==> src/rtl/pipe_ctrl_pkg.sv <==
// ---------------------------------------------------------------------------
// pipe_ctrl_pkg
// Shared definitions for the pipeline stall/flush sequencer.
//   - FSM state encoding (RUN / DMEM_WAIT / DIV_WAIT / TRAP_PEND)
//   - zero-register constant used by the load-use compare
//   - default address / register-address widths
//   - packed per-stage control bundle and the fixed patterns it takes
// No ports (package).
// ---------------------------------------------------------------------------
package pipe_ctrl_pkg;

  localparam int ADDR_W_DEF = 32;
  localparam int REG_AW_DEF = 5;

  localparam int unsigned ZERO_REG = 0;

  localparam logic [1:0] ST_RUN       = 2'd0;
  localparam logic [1:0] ST_DMEM_WAIT = 2'd1;
  localparam logic [1:0] ST_DIV_WAIT  = 2'd2;
  localparam logic [1:0] ST_TRAP_PEND = 2'd3;

  // Hold/bubble controls for one cycle, stall_if is the MSB.
  typedef struct packed {
    logic stall_if;
    logic stall_id;
    logic stall_ex;
    logic stall_mem;
    logic flush_id;
    logic flush_ex;
    logic flush_mem;
    logic flush_wb;
  } ctrl_t;

  localparam ctrl_t CTRL_IDLE    = 8'b0000_0000;
  localparam ctrl_t CTRL_LOADUSE = 8'b1100_0100;
  localparam ctrl_t CTRL_IMEM    = 8'b1000_1000;
  localparam ctrl_t CTRL_DMEM    = 8'b1111_0001;
  localparam ctrl_t CTRL_DIV     = 8'b1110_0010;
  localparam ctrl_t CTRL_JUMP    = 8'b0000_1100;
  localparam ctrl_t CTRL_TRAP    = 8'b0000_1110;

endpackage

==> src/rtl/pipe_ctrl_if.sv <==
// ---------------------------------------------------------------------------
// pipe_ctrl_if
// Bundles the hazard-status inputs and the stall/flush/redirect outputs of
// the pipeline sequencer.
//   master : pipeline side, drives hazard status, receives controls
//   slave  : pipe_ctrl, receives hazard status, drives controls
// Parameters: ADDR_W (PC width), REG_AW (register-file address width).
// ---------------------------------------------------------------------------
interface pipe_ctrl_if #(
  parameter int ADDR_W = 32,
  parameter int REG_AW = 5
);

  logic [REG_AW-1:0] id_reg1_raddr_i;
  logic [REG_AW-1:0] id_reg2_raddr_i;
  logic              id_reg1_RE_i;
  logic              id_reg2_RE_i;
  logic [REG_AW-1:0] ex_reg_waddr_i;
  logic              ex_mem_re_i;
  logic              ex_jump_i;
  logic [ADDR_W-1:0] ex_jump_addr_i;
  logic              ex_div_start_i;
  logic              div_done_i;
  logic              dmem_req_i;
  logic              dmem_ready_i;
  logic              imem_ready_i;
  logic              trap_req_i;
  logic [ADDR_W-1:0] trap_addr_i;

  logic              ctrl_stall_if_o;
  logic              ctrl_stall_id_o;
  logic              ctrl_stall_ex_o;
  logic              ctrl_stall_mem_o;
  logic              ctrl_flush_id_o;
  logic              ctrl_flush_ex_o;
  logic              ctrl_flush_mem_o;
  logic              ctrl_flush_wb_o;
  logic              ctrl_redirect_o;
  logic [ADDR_W-1:0] ctrl_redirect_addr_o;
  logic              ctrl_busy_o;

  modport master (
    output id_reg1_raddr_i, id_reg2_raddr_i, id_reg1_RE_i, id_reg2_RE_i,
           ex_reg_waddr_i, ex_mem_re_i, ex_jump_i, ex_jump_addr_i,
           ex_div_start_i, div_done_i, dmem_req_i, dmem_ready_i,
           imem_ready_i, trap_req_i, trap_addr_i,
    input  ctrl_stall_if_o, ctrl_stall_id_o, ctrl_stall_ex_o, ctrl_stall_mem_o,
           ctrl_flush_id_o, ctrl_flush_ex_o, ctrl_flush_mem_o, ctrl_flush_wb_o,
           ctrl_redirect_o, ctrl_redirect_addr_o, ctrl_busy_o
  );

  modport slave (
    input  id_reg1_raddr_i, id_reg2_raddr_i, id_reg1_RE_i, id_reg2_RE_i,
           ex_reg_waddr_i, ex_mem_re_i, ex_jump_i, ex_jump_addr_i,
           ex_div_start_i, div_done_i, dmem_req_i, dmem_ready_i,
           imem_ready_i, trap_req_i, trap_addr_i,
    output ctrl_stall_if_o, ctrl_stall_id_o, ctrl_stall_ex_o, ctrl_stall_mem_o,
           ctrl_flush_id_o, ctrl_flush_ex_o, ctrl_flush_mem_o, ctrl_flush_wb_o,
           ctrl_redirect_o, ctrl_redirect_addr_o, ctrl_busy_o
  );

endinterface

==> src/rtl/pipe_ctrl_loaduse.sv <==
// ---------------------------------------------------------------------------
// pipe_ctrl_loaduse
// Pure combinational load-use hazard detect: a load in EX whose destination
// is read by the instruction in ID. Writes to the zero register never
// create a hazard since x0 always reads as zero.
// Ports:
//   ex_mem_re_i      EX instruction is a load
//   ex_reg_waddr_i   EX destination register
//   id_reg1/2_*_i    ID source registers and their read enables
//   hazard_o         one-bubble stall required
// ---------------------------------------------------------------------------
module pipe_ctrl_loaduse
  import pipe_ctrl_pkg::*;
#(
  parameter int REG_AW = REG_AW_DEF
) (
  input  logic              ex_mem_re_i,
  input  logic [REG_AW-1:0] ex_reg_waddr_i,
  input  logic [REG_AW-1:0] id_reg1_raddr_i,
  input  logic              id_reg1_RE_i,
  input  logic [REG_AW-1:0] id_reg2_raddr_i,
  input  logic              id_reg2_RE_i,
  output logic              hazard_o
);

  logic match1;
  logic match2;

  assign match1   = id_reg1_RE_i && (id_reg1_raddr_i == ex_reg_waddr_i);
  assign match2   = id_reg2_RE_i && (id_reg2_raddr_i == ex_reg_waddr_i);
  assign hazard_o = ex_mem_re_i && (ex_reg_waddr_i != REG_AW'(ZERO_REG)) &&
                    (match1 || match2);

endmodule

==> src/rtl/pipe_ctrl.sv <==
// ---------------------------------------------------------------------------
// pipe_ctrl
// Central stall/flush sequencer for the 5-stage core. Covers hazards that
// forwarding cannot: load-use, multi-cycle divide, data/instruction memory
// wait, EX jump redirect and CSR trap redirect.
// Ports:
//   clk     core clock
//   rst_n   synchronous active-low reset
//   bus     pipe_ctrl_if.slave: hazard status in, stall/flush/redirect out
//   ctrl_stall_cnt_o / ctrl_flush_cnt_o  (only with PIPE_CTRL_PERF_EN)
//           saturating counts of IF-stall cycles and redirect cycles
// Optional feature macro: PIPE_CTRL_PERF_EN
// ---------------------------------------------------------------------------
module pipe_ctrl
  import pipe_ctrl_pkg::*;
#(
  parameter int ADDR_W = ADDR_W_DEF,
  parameter int REG_AW = REG_AW_DEF
`ifdef PIPE_CTRL_PERF_EN
  ,
  parameter int PERF_W = 32
`endif
) (
  input  logic              clk,
  input  logic              rst_n,
  pipe_ctrl_if.slave        bus
`ifdef PIPE_CTRL_PERF_EN
  ,
  output logic [PERF_W-1:0] ctrl_stall_cnt_o,
  output logic [PERF_W-1:0] ctrl_flush_cnt_o
`endif
);

  logic [1:0]        state_q;
  logic [1:0]        state_d;
  logic              trapPend_q;
  logic              trapPend_d;
  logic [ADDR_W-1:0] trapAddr_q;
  logic [ADDR_W-1:0] trapAddr_d;

  ctrl_t             ctrl;
  logic              redirect;
  logic [ADDR_W-1:0] redirectAddr;
  logic              loadUse;

  pipe_ctrl_loaduse #(
    .REG_AW (REG_AW)
  ) u_loaduse (
    .ex_mem_re_i     (bus.ex_mem_re_i),
    .ex_reg_waddr_i  (bus.ex_reg_waddr_i),
    .id_reg1_raddr_i (bus.id_reg1_raddr_i),
    .id_reg1_RE_i    (bus.id_reg1_RE_i),
    .id_reg2_raddr_i (bus.id_reg2_raddr_i),
    .id_reg2_RE_i    (bus.id_reg2_RE_i),
    .hazard_o        (loadUse)
  );

  // Next state, trap latch and the per-cycle controls. Everything visible on
  // the outputs is decided here from the current state and live inputs.
  always_comb begin
    ctrl         = CTRL_IDLE;
    redirect     = 1'b0;
    redirectAddr = '0;
    state_d      = state_q;
    trapPend_d   = trapPend_q;
    trapAddr_d   = trapAddr_q;

    case (state_q)
      ST_RUN: begin
        if (bus.trap_req_i) begin
          ctrl         = CTRL_TRAP;
          redirect     = 1'b1;
          redirectAddr = bus.trap_addr_i;
        end else if (bus.dmem_req_i && !bus.dmem_ready_i) begin
          ctrl    = CTRL_DMEM;
          state_d = ST_DMEM_WAIT;
        end else if (bus.ex_jump_i) begin
          // The jump's own divide still has to complete, so we wait for it
          // while the wrong-path instructions behind it are squashed.
          ctrl         = CTRL_JUMP;
          redirect     = 1'b1;
          redirectAddr = bus.ex_jump_addr_i;
          if (bus.ex_div_start_i) begin
            state_d = ST_DIV_WAIT;
          end
        end else if (bus.ex_div_start_i) begin
          ctrl    = CTRL_DIV;
          state_d = ST_DIV_WAIT;
        end else if (loadUse) begin
          ctrl = CTRL_LOADUSE;
        end else if (!bus.imem_ready_i) begin
          ctrl = CTRL_IMEM;
        end
      end

      ST_DMEM_WAIT: begin
        // First trap request wins; it is replayed once the access retires.
        if (bus.trap_req_i && !trapPend_q) begin
          trapPend_d = 1'b1;
          trapAddr_d = bus.trap_addr_i;
        end
        if (bus.dmem_ready_i) begin
          state_d = trapPend_d ? ST_TRAP_PEND : ST_RUN;
        end else begin
          ctrl = CTRL_DMEM;
        end
      end

      ST_DIV_WAIT: begin
        // A trap aborts the divide; returning to RUN makes any late
        // div_done_i irrelevant because RUN never looks at it.
        if (bus.trap_req_i) begin
          ctrl         = CTRL_TRAP;
          redirect     = 1'b1;
          redirectAddr = bus.trap_addr_i;
          state_d      = ST_RUN;
        end else if (bus.div_done_i) begin
          state_d = ST_RUN;
        end else begin
          ctrl = CTRL_DIV;
        end
      end

      ST_TRAP_PEND: begin
        ctrl         = CTRL_TRAP;
        redirect     = 1'b1;
        redirectAddr = trapAddr_q;
        trapPend_d   = 1'b0;
        state_d      = ST_RUN;
      end

      default: begin
        state_d = ST_RUN;
      end
    endcase
  end

  // State and trap latch; reset drops any pending trap without redirecting.
  always_ff @(posedge clk) begin
    if (!rst_n) begin
      state_q    <= ST_RUN;
      trapPend_q <= 1'b0;
      trapAddr_q <= '0;
    end else begin
      state_q    <= state_d;
      trapPend_q <= trapPend_d;
      trapAddr_q <= trapAddr_d;
    end
  end

  assign bus.ctrl_stall_if_o      = ctrl.stall_if;
  assign bus.ctrl_stall_id_o      = ctrl.stall_id;
  assign bus.ctrl_stall_ex_o      = ctrl.stall_ex;
  assign bus.ctrl_stall_mem_o     = ctrl.stall_mem;
  assign bus.ctrl_flush_id_o      = ctrl.flush_id;
  assign bus.ctrl_flush_ex_o      = ctrl.flush_ex;
  assign bus.ctrl_flush_mem_o     = ctrl.flush_mem;
  assign bus.ctrl_flush_wb_o      = ctrl.flush_wb;
  assign bus.ctrl_redirect_o      = redirect;
  assign bus.ctrl_redirect_addr_o = redirectAddr;
  assign bus.ctrl_busy_o          = (state_q != ST_RUN);

`ifdef PIPE_CTRL_PERF_EN
  logic [PERF_W-1:0] stallCnt_q;
  logic [PERF_W-1:0] flushCnt_q;

  // Saturating event counters: stop at all-ones rather than wrapping.
  always_ff @(posedge clk) begin
    if (!rst_n) begin
      stallCnt_q <= '0;
      flushCnt_q <= '0;
    end else begin
      if (ctrl.stall_if && (stallCnt_q != '1)) begin
        stallCnt_q <= stallCnt_q + PERF_W'(1);
      end
      if (redirect && (flushCnt_q != '1)) begin
        flushCnt_q <= flushCnt_q + PERF_W'(1);
      end
    end
  end

  assign ctrl_stall_cnt_o = stallCnt_q;
  assign ctrl_flush_cnt_o = flushCnt_q;
`endif

endmodule

==> src/flat_wrapper.sv <==
// flat-port wrapper written by rule: the top's interface ports become plain ports
module pipe_ctrl_flat import pipe_ctrl_pkg::*;
#(
  parameter int ADDR_W = ADDR_W_DEF,
  parameter int REG_AW = REG_AW_DEF

)
  (clk, rst_n, bus_id_reg1_raddr_i, bus_id_reg2_raddr_i, bus_id_reg1_RE_i, bus_id_reg2_RE_i, bus_ex_reg_waddr_i, bus_ex_mem_re_i, bus_ex_jump_i, bus_ex_jump_addr_i, bus_ex_div_start_i, bus_div_done_i, bus_dmem_req_i, bus_dmem_ready_i, bus_imem_ready_i, bus_trap_req_i, bus_trap_addr_i, bus_ctrl_stall_if_o, bus_ctrl_stall_id_o, bus_ctrl_stall_ex_o, bus_ctrl_stall_mem_o, bus_ctrl_flush_id_o, bus_ctrl_flush_ex_o, bus_ctrl_flush_mem_o, bus_ctrl_flush_wb_o, bus_ctrl_redirect_o, bus_ctrl_redirect_addr_o, bus_ctrl_busy_o);
  pipe_ctrl_if #(.ADDR_W(ADDR_W), .REG_AW(REG_AW)) bus_i ();
  input  logic clk;
  input  logic rst_n;
  input wire logic [$bits(bus_i.id_reg1_raddr_i)-1:0] bus_id_reg1_raddr_i;
  input wire logic [$bits(bus_i.id_reg2_raddr_i)-1:0] bus_id_reg2_raddr_i;
  input wire logic [$bits(bus_i.id_reg1_RE_i)-1:0] bus_id_reg1_RE_i;
  input wire logic [$bits(bus_i.id_reg2_RE_i)-1:0] bus_id_reg2_RE_i;
  input wire logic [$bits(bus_i.ex_reg_waddr_i)-1:0] bus_ex_reg_waddr_i;
  input wire logic [$bits(bus_i.ex_mem_re_i)-1:0] bus_ex_mem_re_i;
  input wire logic [$bits(bus_i.ex_jump_i)-1:0] bus_ex_jump_i;
  input wire logic [$bits(bus_i.ex_jump_addr_i)-1:0] bus_ex_jump_addr_i;
  input wire logic [$bits(bus_i.ex_div_start_i)-1:0] bus_ex_div_start_i;
  input wire logic [$bits(bus_i.div_done_i)-1:0] bus_div_done_i;
  input wire logic [$bits(bus_i.dmem_req_i)-1:0] bus_dmem_req_i;
  input wire logic [$bits(bus_i.dmem_ready_i)-1:0] bus_dmem_ready_i;
  input wire logic [$bits(bus_i.imem_ready_i)-1:0] bus_imem_ready_i;
  input wire logic [$bits(bus_i.trap_req_i)-1:0] bus_trap_req_i;
  input wire logic [$bits(bus_i.trap_addr_i)-1:0] bus_trap_addr_i;
  output wire logic [$bits(bus_i.ctrl_stall_if_o)-1:0] bus_ctrl_stall_if_o;
  output wire logic [$bits(bus_i.ctrl_stall_id_o)-1:0] bus_ctrl_stall_id_o;
  output wire logic [$bits(bus_i.ctrl_stall_ex_o)-1:0] bus_ctrl_stall_ex_o;
  output wire logic [$bits(bus_i.ctrl_stall_mem_o)-1:0] bus_ctrl_stall_mem_o;
  output wire logic [$bits(bus_i.ctrl_flush_id_o)-1:0] bus_ctrl_flush_id_o;
  output wire logic [$bits(bus_i.ctrl_flush_ex_o)-1:0] bus_ctrl_flush_ex_o;
  output wire logic [$bits(bus_i.ctrl_flush_mem_o)-1:0] bus_ctrl_flush_mem_o;
  output wire logic [$bits(bus_i.ctrl_flush_wb_o)-1:0] bus_ctrl_flush_wb_o;
  output wire logic [$bits(bus_i.ctrl_redirect_o)-1:0] bus_ctrl_redirect_o;
  output wire logic [$bits(bus_i.ctrl_redirect_addr_o)-1:0] bus_ctrl_redirect_addr_o;
  output wire logic [$bits(bus_i.ctrl_busy_o)-1:0] bus_ctrl_busy_o;
  assign bus_i.id_reg1_raddr_i = bus_id_reg1_raddr_i;
  assign bus_i.id_reg2_raddr_i = bus_id_reg2_raddr_i;
  assign bus_i.id_reg1_RE_i = bus_id_reg1_RE_i;
  assign bus_i.id_reg2_RE_i = bus_id_reg2_RE_i;
  assign bus_i.ex_reg_waddr_i = bus_ex_reg_waddr_i;
  assign bus_i.ex_mem_re_i = bus_ex_mem_re_i;
  assign bus_i.ex_jump_i = bus_ex_jump_i;
  assign bus_i.ex_jump_addr_i = bus_ex_jump_addr_i;
  assign bus_i.ex_div_start_i = bus_ex_div_start_i;
  assign bus_i.div_done_i = bus_div_done_i;
  assign bus_i.dmem_req_i = bus_dmem_req_i;
  assign bus_i.dmem_ready_i = bus_dmem_ready_i;
  assign bus_i.imem_ready_i = bus_imem_ready_i;
  assign bus_i.trap_req_i = bus_trap_req_i;
  assign bus_i.trap_addr_i = bus_trap_addr_i;
  assign bus_ctrl_stall_if_o = bus_i.ctrl_stall_if_o;
  assign bus_ctrl_stall_id_o = bus_i.ctrl_stall_id_o;
  assign bus_ctrl_stall_ex_o = bus_i.ctrl_stall_ex_o;
  assign bus_ctrl_stall_mem_o = bus_i.ctrl_stall_mem_o;
  assign bus_ctrl_flush_id_o = bus_i.ctrl_flush_id_o;
  assign bus_ctrl_flush_ex_o = bus_i.ctrl_flush_ex_o;
  assign bus_ctrl_flush_mem_o = bus_i.ctrl_flush_mem_o;
  assign bus_ctrl_flush_wb_o = bus_i.ctrl_flush_wb_o;
  assign bus_ctrl_redirect_o = bus_i.ctrl_redirect_o;
  assign bus_ctrl_redirect_addr_o = bus_i.ctrl_redirect_addr_o;
  assign bus_ctrl_busy_o = bus_i.ctrl_busy_o;
  pipe_ctrl #(.ADDR_W(ADDR_W), .REG_AW(REG_AW)) u_core (.clk(clk), .rst_n(rst_n), .bus(bus_i));
endmodule
==> config.mk <==
export PLATFORM = sky130hd
export DESIGN_NAME = pipe_ctrl_flat
export DESIGN_NICKNAME = d
export VERILOG_FILES = /design/src/rtl/pipe_ctrl_pkg.sv /design/src/rtl/pipe_ctrl_if.sv /design/src/rtl/pipe_ctrl_loaduse.sv /design/src/rtl/pipe_ctrl.sv /design/src/flat_wrapper.sv
export SDC_FILE = /design/constraint.sdc
export NUM_CORES = 1
export LEC_CHECK = 0
export BUFFER_PORTS_ARGS = -buffer_cell sky130_fd_sc_hd__buf_2
export CORE_MARGIN = 3
export CORE_UTILIZATION = 35
export CTS_CLUSTER_SIZE = 20
export DETAILED_ROUTE_END_ITERATION = 8
export PLACE_DENSITY = 0.66
export SETUP_SLACK_MARGIN = 0.3
export SLEW_MARGIN = 20
export SYNTH_ARGS = -nofsm -noshare
export SYNTH_HDL_FRONTEND = slang
export SYNTH_SLANG_ARGS = --single-unit
==> constraint.sdc <==
create_clock -name clk -period 1.9 [get_ports clk]
set_input_delay 0.38 -clock clk [delete_from_list [all_inputs] [get_ports clk]]
set_output_delay 0.38 -clock clk [all_outputs]
set_load 0.1 [all_outputs]
Yosys cells after proc, flatten, opt, wreduce, memory -nomap -nowiden
Index checks and enable logic that the tools add are counted.
Widths: inputs -> output; s select.
- register bits: 35
- input bits: 91
- logic and storage cells: 58
- equality and inequality tests: 9
- mux-type cells: 31
- reductions and logical operators: 15
- operators with widths (cell ; count):
    $mux 32 ; 4
    $pmux 32 s3 ; 1
    $mux 8 ; 9
    $pmux 8 s4 ; 1
    $mux 2 ; 7
    $eq 5x5->1 ; 2
    $pmux 2 s4 ; 1
    $logic_and 1x1->1 ; 6
    $mux 1 ; 6
    $reduce_bool 5->1 ; 1
    $eq 2x2->1 const B ; 2
    $ne 2x2->1 const B ; 2
    $reduce_and 4->1 ; 1
    $reduce_bool 2->1 ; 2
    $ne 3x2->1 const B ; 1
    $ne 3x3->1 const B ; 1
    $pmux 1 s3 ; 1
    $eq 2x1->1 const B ; 1
    $logic_not 1->1 ; 2
    $logic_not 2->1 ; 1
    $pmux 1 s2 ; 1
    $reduce_and 2->1 ; 1
    $logic_or 1x1->1 ; 1

Longest topological paths before layout
Gate-level depths: netlist of the first run.
- depth in word-level cells: 10
- gate-level depth with buffers: 7
- depth with buffers taken out: 5

Hierarchy
From an unflattened synthesis of the first run, not the netlist that was laid out.
- cells, all modules: 355
- area, all modules: 2498.6 um2
- by module, submodules not included (module ; instances ; cells each ; area each (um2)):
    pipe_ctrl ; 1 ; 338 ; 2364.8
    pipe_ctrl_loaduse ; 1 ; 17 ; 133.9

Worst setup path before layout of the first run
No wires, ideal clock.
- kind: register -> output
- start: register u_core.state_q[0]
- end: output bus_ctrl_stall_mem_o
- arrival time: 3550 ps
- setup slack: -2030 ps
- stages on the path, launching flop included: 6
- path buffers: 3
- cell sequence: dfxtp_1 -> buf_2 -> buf_1 -> a21oi_1 -> nor3_1 -> buf_4
- longest elaborated chain between the ends: 2
- RTL lines (item ; RTL line ; source):
    from (decl) ; pipe_ctrl.sv:34 ; logic [1:0] state_q;
    from (signal assigned) ; pipe_ctrl.sv:145 ; state_q <= state_d;
    $eq 2x2->1 (tied with other cells) ; pipe_ctrl.sv:68 ; case (state_q)
    $pmux 8 s4 (*) ; pipe_ctrl.sv:68 ;
    to (decl) ; flat_wrapper.sv:30 ; output wire logic [$bits(bus_i.ctrl_stall_mem_o)-1:0] bus_ctrl_stall_mem_o;
Mark *: on every way between the ends. The rest lies on a longest branch, timed or not.

Worst setup path in the final report of the first run
- start: input bus_ex_reg_waddr_i[2]
- end: output bus_ctrl_flush_id_o
- longest elaborated chain between the ends: 10
- RTL lines (item ; RTL line ; source):
    from (decl) ; flat_wrapper.sv:16 ; input wire logic [$bits(bus_i.ex_reg_waddr_i)-1:0] bus_ex_reg_waddr_i;
    $eq 5x5->1, on equally long branches ; pipe_ctrl_loaduse.sv:29, pipe_ctrl_loaduse.sv:30 ;
    $logic_and 1x1->1, on equally long branches ; pipe_ctrl_loaduse.sv:29, pipe_ctrl_loaduse.sv:30 ;
    $logic_or 1x1->1 ; pipe_ctrl_loaduse.sv:32 ; (match1 || match2);
    $logic_and 1x1->1 (*) ; pipe_ctrl_loaduse.sv:31 ; assign hazard_o = ex_mem_re_i && (ex_reg_waddr_i != REG_AW'(ZERO_REG)) &&
    $mux 8 (*) ; pipe_ctrl.sv:89 ; end else if (loadUse) begin
    $mux 8 (*) ; pipe_ctrl.sv:86 ; end else if (bus.ex_div_start_i) begin
    $mux 8 (*) ; pipe_ctrl.sv:77 ; end else if (bus.ex_jump_i) begin
    $mux 8 (*) ; pipe_ctrl.sv:74 ; end else if (bus.dmem_req_i && !bus.dmem_ready_i) begin
    $mux 8 (*) ; pipe_ctrl.sv:70 ; if (bus.trap_req_i) begin
    $pmux 8 s4 (*) ; pipe_ctrl.sv:68 ;
    to (decl) ; flat_wrapper.sv:31 ; output wire logic [$bits(bus_i.ctrl_flush_id_o)-1:0] bus_ctrl_flush_id_o;
Marked as above.

==> impl_metrics.ini, run 1 <==
[layout]
area_growth_pct = 129
nets = 599
regArea_sq_um = 708
multi_input_area_sq_um = 2220
nFillCells = 293
drive_above_1_share_pct = 59.9

[synth]
syn_area_per_cell_sq_um = 7.09
yosys_warnings = 0
syn_area_sq_um = 2300
yosys.area.top_type = dfxtp_1
synth_cell_types = 34
synth_nets = 415
synth_top_cell_area_share_pct = 30.5
synth_cells = 324
synth-seq-cells = 35
yosys-top-cells-area = dfxtp_1 (31%), nand2_1 (17%), a221oi_1 (11%), a21boi_1 (11%), a21oi_1 (7.4%)
ys_seq_area_share_pct = 30.5

[sta]
fmax_ghz = 0.481
hold_violations = 0
slew_headroom_pct = 64.3
slew_viol_final = 0
rsz0062_at_grt = true
tightest_slew_ns = 0.535
tns_ns = -5.02
fin_crit_ns = 2.08
layout_setup_ws_ns = -0.181
setup_viol_count_final = 38
fin_skew_ns = 0.00641
period_share_pct = 110

[power]
p_leak_nw = 2.06
powerDensity_nw_per_um2 = 857
ir_drop_uv = 792
finalPower_mw = 4.51

[floorplan]
die_h_um = 87.0
die_width_um = 87.0
rows = 28
dieArea_sq_um = 7570
core_sq_um = 6130
pin_count = 133
initial_utilization_pct = 37.5

[routing]
vias = 3237
drtIter0Drc = 140
viasPerCell = 5.53
first_pass_iters = 4
wl_um = 10300
avgRoutedWirePerCell_um = 17.7
postRouteAntennaNets = 0
drc_errors = 0

[placed_design]
io_buffers = 132
post-place-ws_ns = -0.191
gp_congestion = 0.883
hpwl_um = 6470

[clock_tree]
cts_sinks = 35
htree_levels = 2
tritoncts.num_buffers = 5
clockBufferDepth = 2
path_clk_slew_ns = 0.07
clock_latency_ns = 0.29
cts_hold_buf = 0
cts-root-buf = clkbuf_8
cts_tree = yes

[worst_setup_path]
crit_path_start_kind = input pin
worstSetupPathType = input pin to primary output
crit_arrival_ns = 1.70
cp.required_ns = 1.52
crit_fanout = 3
end_kind = primary output

[global_route]
grtUsageTotal_pct = 25.9
grt_pass1_vias = 3339
grt_pass1_wl_um = 15800
grt_overflow_total = 0
grt_antenna_before_repair = 2
grt_max_degree = 36

[worst_hold_path]
hp-class = input pin to flip-flop

[run_status]
outcome = complete, but fails checks
failed_checks = negative setup slack

[flow_run]
cap_violations = 0
## registers in the layout, summed over array words and instances (netlist names)
name / cells
u_core.trapPend_q: 1
u_core.trapAddr_q: 32
u_core.state_q: 2
## area by class of cell
class                      count  area share (%)
antenna                        1          0.0476
tap                           75            1.78
timing repair buffer         207            40.4
inverter                       5           0.571
clock inverter                 2           0.214
clock buffer                   6            1.38
multi-input combinational    254            42.1
sequential                    35            13.5
## path summary, 6_finish.rpt
check | startpoint | end | slack (ns) | cells after the start
worst min register to register | u_core.trapAddr_q[17] | u_core.trapAddr_q[17] | 0.46 | 2
worst max register to register | u_core.state_q[0] | u_core.trapAddr_q[29] | 0.24 | 6
worst max-delay path | bus_ex_reg_waddr_i[2] | bus_ctrl_flush_id_o | -0.18 | 8
worst min-delay path | bus_trap_addr_i[28] | u_core.trapAddr_q[28] | 0.34 | 3
## cells in the final DEF (no fill, tap or decap), drive strengths merged
master,n
buf,205
nand2,102
dfxtp,35
a21oi,34
a21boi,33
a221oi,29
xnor2,10
o21ai,9
nor2,8
clkbuf,8
inv,5
nand3,5
a22oi,3
nand2b,3
nand4,2
o21a,2
nor3,2
a21o,2
a31oi,2
diode,1
o22ai,1
or4,1
nor2b,1
nor4,1
a22o,1
clkinvlp,1
nand3b,1
or3,1
o221a,1
clkinv,1
## repair_timing
action                                 4_1_cts  5_1_grt
setup endpoints to repair                   42       72
gates resized for setup                     39       23
endpoints found under the hold margin        0        0
pin swaps                                   19       18
buffers inserted                            10       11
cloned                                       1        3
## stage by stage
stage                     std cells  util [%]  cell area, sq um  hold slack (ns)
after floorplan                 324         -              3000            0.435
after global placement          551      75.3              4620            0.440
after detailed placement        551      75.3              4620            0.445
after CTS                       570      81.8              5010            0.338
after global routing            585      85.8              5260            0.348
final                           585      85.8              5260            0.343
## cell usage after synthesis (all sizes together)
cell type,number
nand2,102
dfxtp,35
a21oi,34
a21boi,33
a221oi,29
buf,18
clkbuf,12
xnor2,10
o21ai,9
nor2,8
inv,5
nand3,5
a22oi,3
nand2b,3
a21o,2
a31oi,2
nand4,2
nor3,2
o21a,2
a22o,1
nand3b,1
nor2b,1
nor4,1
o221a,1
o22ai,1
or3,1
or4,1
## cells by family (layout without fill, tap and decap cells)
logic type	count (synthesis)	count (layout)	synth area share, %
AO/OA/AOI/OAI	117	117	35.2
other	0	1	0
buffers and inverters	35	220	7.57
flip-flops	35	35	30.5
XOR/XNOR	10	10	3.81
AND/OR/NAND/NOR	127	127	22.9
## critical path, stage by stage
cell and delay (ns):
buf_6 0.09, buf_6 0.11, xnor2_2 0.16, nand4_1 0.13, o22ai_2 0.31, nand2_2 0.13, a21o_4 0.22, buf_12 0.16
## per-layer routing
metal | global-route usage, % | routed length (um) | up-vias
li1 | - | - | 1524
met1 | 30.2 | 3850 | 1547
met2 | 46.4 | 5520 | 146
met3 | 6.91 | 807 | 18
met4 | 6.94 | 136 | 2
met5 | 0 | 13 | -
## power breakdown
part	switching [mW]	total, mW	internal (mW)
Sequential	0.0296	0.795	0.766
Clock	0.281	0.539	0.257
Combinational	1.89	3.17	1.28
Note: power is estimated with default switching activity, not from simulation.
==> inputs of run 2 (changes only) <==
Settings changed: SETUP_SLACK_MARGIN 0.3 to unset, SKIP_CTS_REPAIR_TIMING set to 1.
==> impl_metrics.ini, run 2 (synthesized netlist as in run 1, its figures left out) <==
[run_status]
outcome = complete, but fails checks
failed_checks = negative setup slack

[sta]
rsz0062_at_grt = true
fmax_ghz = 0.482
fin_crit_ns = 2.07
setup_viol_count_final = 36
tns_ns = -4.37
period_share_pct = 109
slew_viol_final = 0
tightest_slew_ns = 0.529
layout_setup_ws_ns = -0.174
slew_headroom_pct = 64.7
fin_skew_ns = 0.0101
hold_violations = 0

[clock_tree]
tritoncts.num_buffers = 5
cts_tree = yes
clock_latency_ns = 0.28
htree_levels = 2
path_clk_slew_ns = 0.08
clockBufferDepth = 2
cts_sinks = 35
cts-root-buf = clkbuf_8

[power]
p_leak_nw = 2.01
powerDensity_nw_per_um2 = 862
ir_drop_uv = 702
finalPower_mw = 4.42

[worst_setup_path]
end_kind = primary output
crit_path_start_kind = input pin
crit_fanout = 3
worstSetupPathType = input pin to primary output
cp.required_ns = 1.52
crit_arrival_ns = 1.69

[layout]
area_growth_pct = 123
drive_above_1_share_pct = 59.2
layout_common_cells = nand2_1 (100), buf_2 (86), buf_4 (55)
layout_commonest_cell = nand2_1
diodes = 0
largest_register_ffs = 32
nets = 592
largest-register = u_core.trapAddr_q
instances_no_fill = 577
top_regs = u_core.trapAddr_q: 32 flops, u_core.state_q: 2 flops, u_core.trapPend_q: 1 flops

[floorplan]
pin_count = 133
core_sq_um = 6130
die_h_um = 87.0
rows = 28
dieArea_sq_um = 7570
die_width_um = 87.0
initial_utilization_pct = 37.5

[global_route]
grt_overflow_total = 0
use_met1_pct = 26.4
grtUsageTotal_pct = 21.9
grt_antenna_before_repair = 0
grt_pass1_vias = 2986
grt_max_degree = 36
met3_usage_pct = 4.73
grt_pass1_wl_um = 13500
met2_usage_pct = 40.0
gr-max-usage-layer = met2

[routing]
wl_um = 9440
drtIter0Drc = 164
drc_errors = 0
vias = 3142
avgRoutedWirePerCell_um = 16.4
first_pass_iters = 4
postRouteAntennaNets = 0
viasPerCell = 5.45

[placed_design]
gp_congestion = 0.771
io_buffers = 132
hpwl_um = 6390
placed_cells = 554
post-place-ws_ns = -0.220

[flow_run]
cap_violations = 0

[worst_hold_path]
hp-class = input pin to flip-flop
run 2: cell types whose count changed in the layout (fill, tap and decap cells not counted), moves of 5 or more:
cell / previous run / this run
nand2_2: 11 / 1
buf_6: 22 / 11
a221oi_1: 18 / 12
nand2_1: 91 / 100
buf_4: 43 / 55
a221oi_2: 3 / 8
run 2: path summary, 6_finish.rpt:
path / depth (start not counted) / slack, ns / startpoint / end
worst max-delay path: 8 / -0.17 / bus_ex_reg_waddr_i[1] / bus_ctrl_flush_id_o
worst min-delay path: 3 / 0.34 / bus_trap_addr_i[25] / u_core.trapAddr_q[25]
worst max register to register: 7 / 0.14 / u_core.state_q[0] / u_core.trapAddr_q[19]
worst min register to register: 2 / 0.45 / u_core.trapAddr_q[4] / u_core.trapAddr_q[4]
run 2: critical path, cell delays in order:
cell and delay [ns]:
buf_6 0.10, buf_6 0.12, xnor2_2 0.13, nand4_1 0.16, o22ai_4 0.30, nand2_4 0.11
a21o_4 0.23, buf_12 0.16
run 2: power breakdown:
part           internal [mW]  leakage (nW)  switching, mW  total [mW]
clock network          0.331        0.0548          0.261       0.591
logic                   1.19          1.68           1.85        3.04
registers              0.765         0.284         0.0276       0.792
total                   2.29          2.01           2.14        4.42
run 2: through the flow:
step           instance area [sq um]  utilization (%)  hold WS [ns]
6_report                        5130             83.7         0.344
5_1_grt                         5130             83.7         0.333
4_1_cts                         4710             76.9         0.338
3_5_place_dp                    4610             75.2         0.445
3_3_place_gp                    4610             75.2         0.440
2_1_floorplan                   2990                -         0.435
run 2: cell type report:
cell class              instances  area [sq um]
flip-flops and latches         35           706
repair buffers                200          1930
clock buffers                   7          96.3
clock inverters                 1          6.26
multi-input cells             254          2270
well taps                      75          93.8
fillers                       339           997
inverters                       5          27.5
run 2: per-layer routing:
layer / wire, um / part of all wire [%]
met4: 132 / 1.4
met3: 603 / 6.4
met2: 5120 / 54
met1: 3590 / 38
met5: 0 / 0
==> inputs of run 3 (changes only) <==
Settings changed: CORE_UTILIZATION 35 to 44, PLACE_DENSITY 0.66 to 0.8.
Clock period 1.9 ns to 2.08 ns, I/O delays scaled along.
==> impl_metrics.ini, run 3 <==
[synth]
synth_cell_types = 34
synth_top_family_by_area = compound AO/OA/AOI/OAI gates
yosys_warnings = 0
synth_enable_flop_cells = 0
yosysMostFrequentCell = nand2_1
synth-compound-area-share_pct = 35.2
synth_common_cells = nand2_1 (102), dfxtp_1 (35), a21oi_1 (34)
yosys.area.top_type = dfxtp_1
synth_cells = 324
synthAdderAreaFrac_pct = 0
syn_area_per_cell_sq_um = 7.09
syn_area_sq_um = 2300
muxShareOfSynthArea_pct = 0
synth_nets = 415
synth_simple_gate_area_share_pct = 22.9
synth_ff_type = dfxtp_1
synth_xor_area_share_pct = 3.81
synth_top_cell_area_share_pct = 30.5
yosys-top-cells-area = dfxtp_1 (31%), nand2_1 (17%), a221oi_1 (11%), a21boi_1 (11%), a21oi_1 (7.4%)
ys_seq_area_share_pct = 30.5
synth-seq-cells = 35
async_flop_share_pct = 0

[floorplan]
rows = 25
initial_utilization_pct = 47.1
die_h_um = 78.3
pin_count = 133
die_width_um = 78.3

[clock_tree]
tritoncts.num_buffers = 5
clockBufferDepth = 2
cts-root-buf = clkbuf_8
cts_sinks = 35
htree_levels = 2

[run_status]
haltStage = 5_1_grt
outcome = did not finish
error_line = [ERROR DPL-0038] Utilization greater than 100%, impossible to legalize

[placed_design]
io_buffers = 132
gp_congestion = 0.817
hpwl_um = 6130

[global_route]
grt_max_degree = 38

[sta]
worstEndpointGrtRepair = bus_ctrl_stall_id_o
timing.worst_endpoint.kind = output port
-- run 3: cell counts after synthesis --
Identical to the previous run, type by type.
-- run 3: through the flow --
step / utilization (%) / setup TNS, ns / instances / worst slack, ns / area, sq um
2_1_floorplan: - / -1.36 / 324 / -0.265 / 2770
3_5_place_dp: 85.2 / -0.747 / 513 / -0.172 / 4160
4_1_cts: 86.9 / -2.47 / 521 / -0.178 / 4240
3_3_place_gp: 85.2 / -0.175 / 513 / -0.0563 / 4160
-- run 3: logic make-up after synthesis --
logic type,Yosys count
AO/OA/AOI/OAI,117
XOR/XNOR,10
flip-flops,35
AND/OR/NAND/NOR,127
buffers and inverters,35
==> inputs of run 4 (changes only) <==
Settings changed: CORE_UTILIZATION 44 to 35, CTS_CLUSTER_SIZE 20 to unset, PLACE_DENSITY 0.8 to unset, PLACE_DENSITY_LB_ADDON set to 0.15.
==> impl_metrics.ini, run 4 (synthesized netlist as in run 1, its figures left out) <==
[run_status]
outcome = complete, but fails checks
failed_checks = negative setup slack

[worst_setup_path]
crit_path_start_kind = input pin
cpMaxStageDelayCell = or4_4
cp_slowest_stage_delay_ns = 0.53
cpLargestDelayFamily = simple AND/OR/NAND/NOR gates
cp.required_ns = 1.66
worstSetupPathType = input pin to primary output
end_kind = primary output
crit_chain = buf_6 > or4_4 > o21a_4 > a21oi_4 > o21ai_4 > buf_12
crit_buf_inv = 2
crit_arrival_ns = 1.71
crit_fanout = 3
r2r_slack_ns = 0.41

[power]
powerDensity_nw_per_um2 = 778
p_leak_nw = 1.86
ir_drop_uv = 623
finalPower_mw = 3.97

[clock_tree]
clockBufferDepth = 2
path_clk_slew_ns = 0.07
cts_tree = yes
htree_levels = 2
cts-root-buf = clkbuf_8
cts_sinks = 35
clock_latency_ns = 0.28
tritoncts.num_buffers = 5

[global_route]
grt_antenna_before_repair = 0
grt_pass1_vias = 2818
grt_overflow_total = 0
grt_pass1_wl_um = 13000
grtUsageTotal_pct = 21.2
grt_max_degree = 36

[layout]
largest-register = u_core.trapAddr_q
nets = 555
instances_no_fill = 540
diodes = 0
top_regs = u_core.trapAddr_q: 32 flops, u_core.state_q: 2 flops, u_core.trapPend_q: 1 flops
drive_above_1_share_pct = 57.2
postLayoutCellArea_sq_um = 5110
nFillCells = 338
layout_common_cells = nand2_1 (101), buf_2 (86), buf_12 (47)
area_growth_pct = 122
layout_commonest_cell = nand2_1
largest_register_ffs = 32

[routing]
drtIter0Drc = 113
viasPerCell = 5.61
vias = 3032
avgRoutedWirePerCell_um = 17.6
postRouteAntennaNets = 0
wl_um = 9530
drc_errors = 0
first_pass_iters = 4

[flow_run]
cap_violations = 0

[placed_design]
dpl_cell_area_sq_um = 4210
placed_cells = 524
hpwl_um = 5890
io_buffers = 132
gp_congestion = 0.842

[sta]
fmax_ghz = 0.470
setup_viol_count_final = 6
layout_setup_ws_ns = -0.0496
period_share_pct = 102
fin_skew_ns = 0.00401
hold_violations = 0
fin_crit_ns = 2.13
slew_headroom_pct = 64.2
tightest_slew_ns = 0.537
slew_viol_final = 0
rsz0062_at_grt = true

[floorplan]
dieArea_sq_um = 7570
core_sq_um = 6130
initial_utilization_pct = 37.5
rows = 28
pin_count = 133
die_width_um = 87.0
die_h_um = 87.0

[worst_hold_path]
hp-class = input pin to flip-flop
## run 4: power breakdown
group / switching, mW / internal, mW / total (mW)
sequential: 0.0295 / 0.699 / 0.729
clock: 0.242 / 0.235 / 0.477
combinational: 1.72 / 1.04 / 2.76
total: 1.99 / 1.98 / 3.97
## run 4: routing by layer
layer	vias to the layer above	track usage [%]	wire (um)
met4	0	5.38	163
met2	119	37.1	5130
li1	1436	-	-
met5	-	0	0
met1	1458	26.0	3600
met3	19	4.92	638
## run 4: through the flow
step           setup slack (ns)  utilization (%)  hold WS, ns  TNS (ns)
6_report                -0.0496             83.3        0.386    -0.189
5_1_grt                  -0.164             83.3        0.395     -1.57
4_1_cts                  -0.176             69.9        0.373     -1.82
3_5_place_dp             -0.121             68.6        0.445    -0.863
3_3_place_gp            -0.0941             68.6        0.440    -0.300
2_1_floorplan            -0.265                -        0.435     -1.36
## run 4: worst reg2reg max path, cell delays in order (launching register included)
cell	delay [ns]
dfxtp_4	0.50
nand2_1	0.16
or3_1	0.47
buf_4	0.26
nand2_1	0.09
a21boi_1	0.08
## run 4: final timing paths
check	startpoint	endpoint	depth (start not counted)
hold reg to reg	u_core.trapAddr_q[5]	u_core.trapAddr_q[5]	2
hold / removal	bus_trap_addr_i[0]	u_core.trapAddr_q[0]	3
setup / recovery	bus_ex_reg_waddr_i[1]	bus_ctrl_stall_if_o	6
setup reg to reg	u_core.state_q[0]	u_core.trapAddr_q[31]	5
## run 4: final cells by class
cell class	count	area [sq um]	share of cell area (%)
inverters	5	25.0	0.490
clock buffers	7	76.3	1.49
well taps	75	93.8	1.84
clock inverters	1	5.00	0.0980
repair buffers	163	1690	33.1
multi-input cells	254	2510	49.2
flip-flops and latches	35	708	13.9
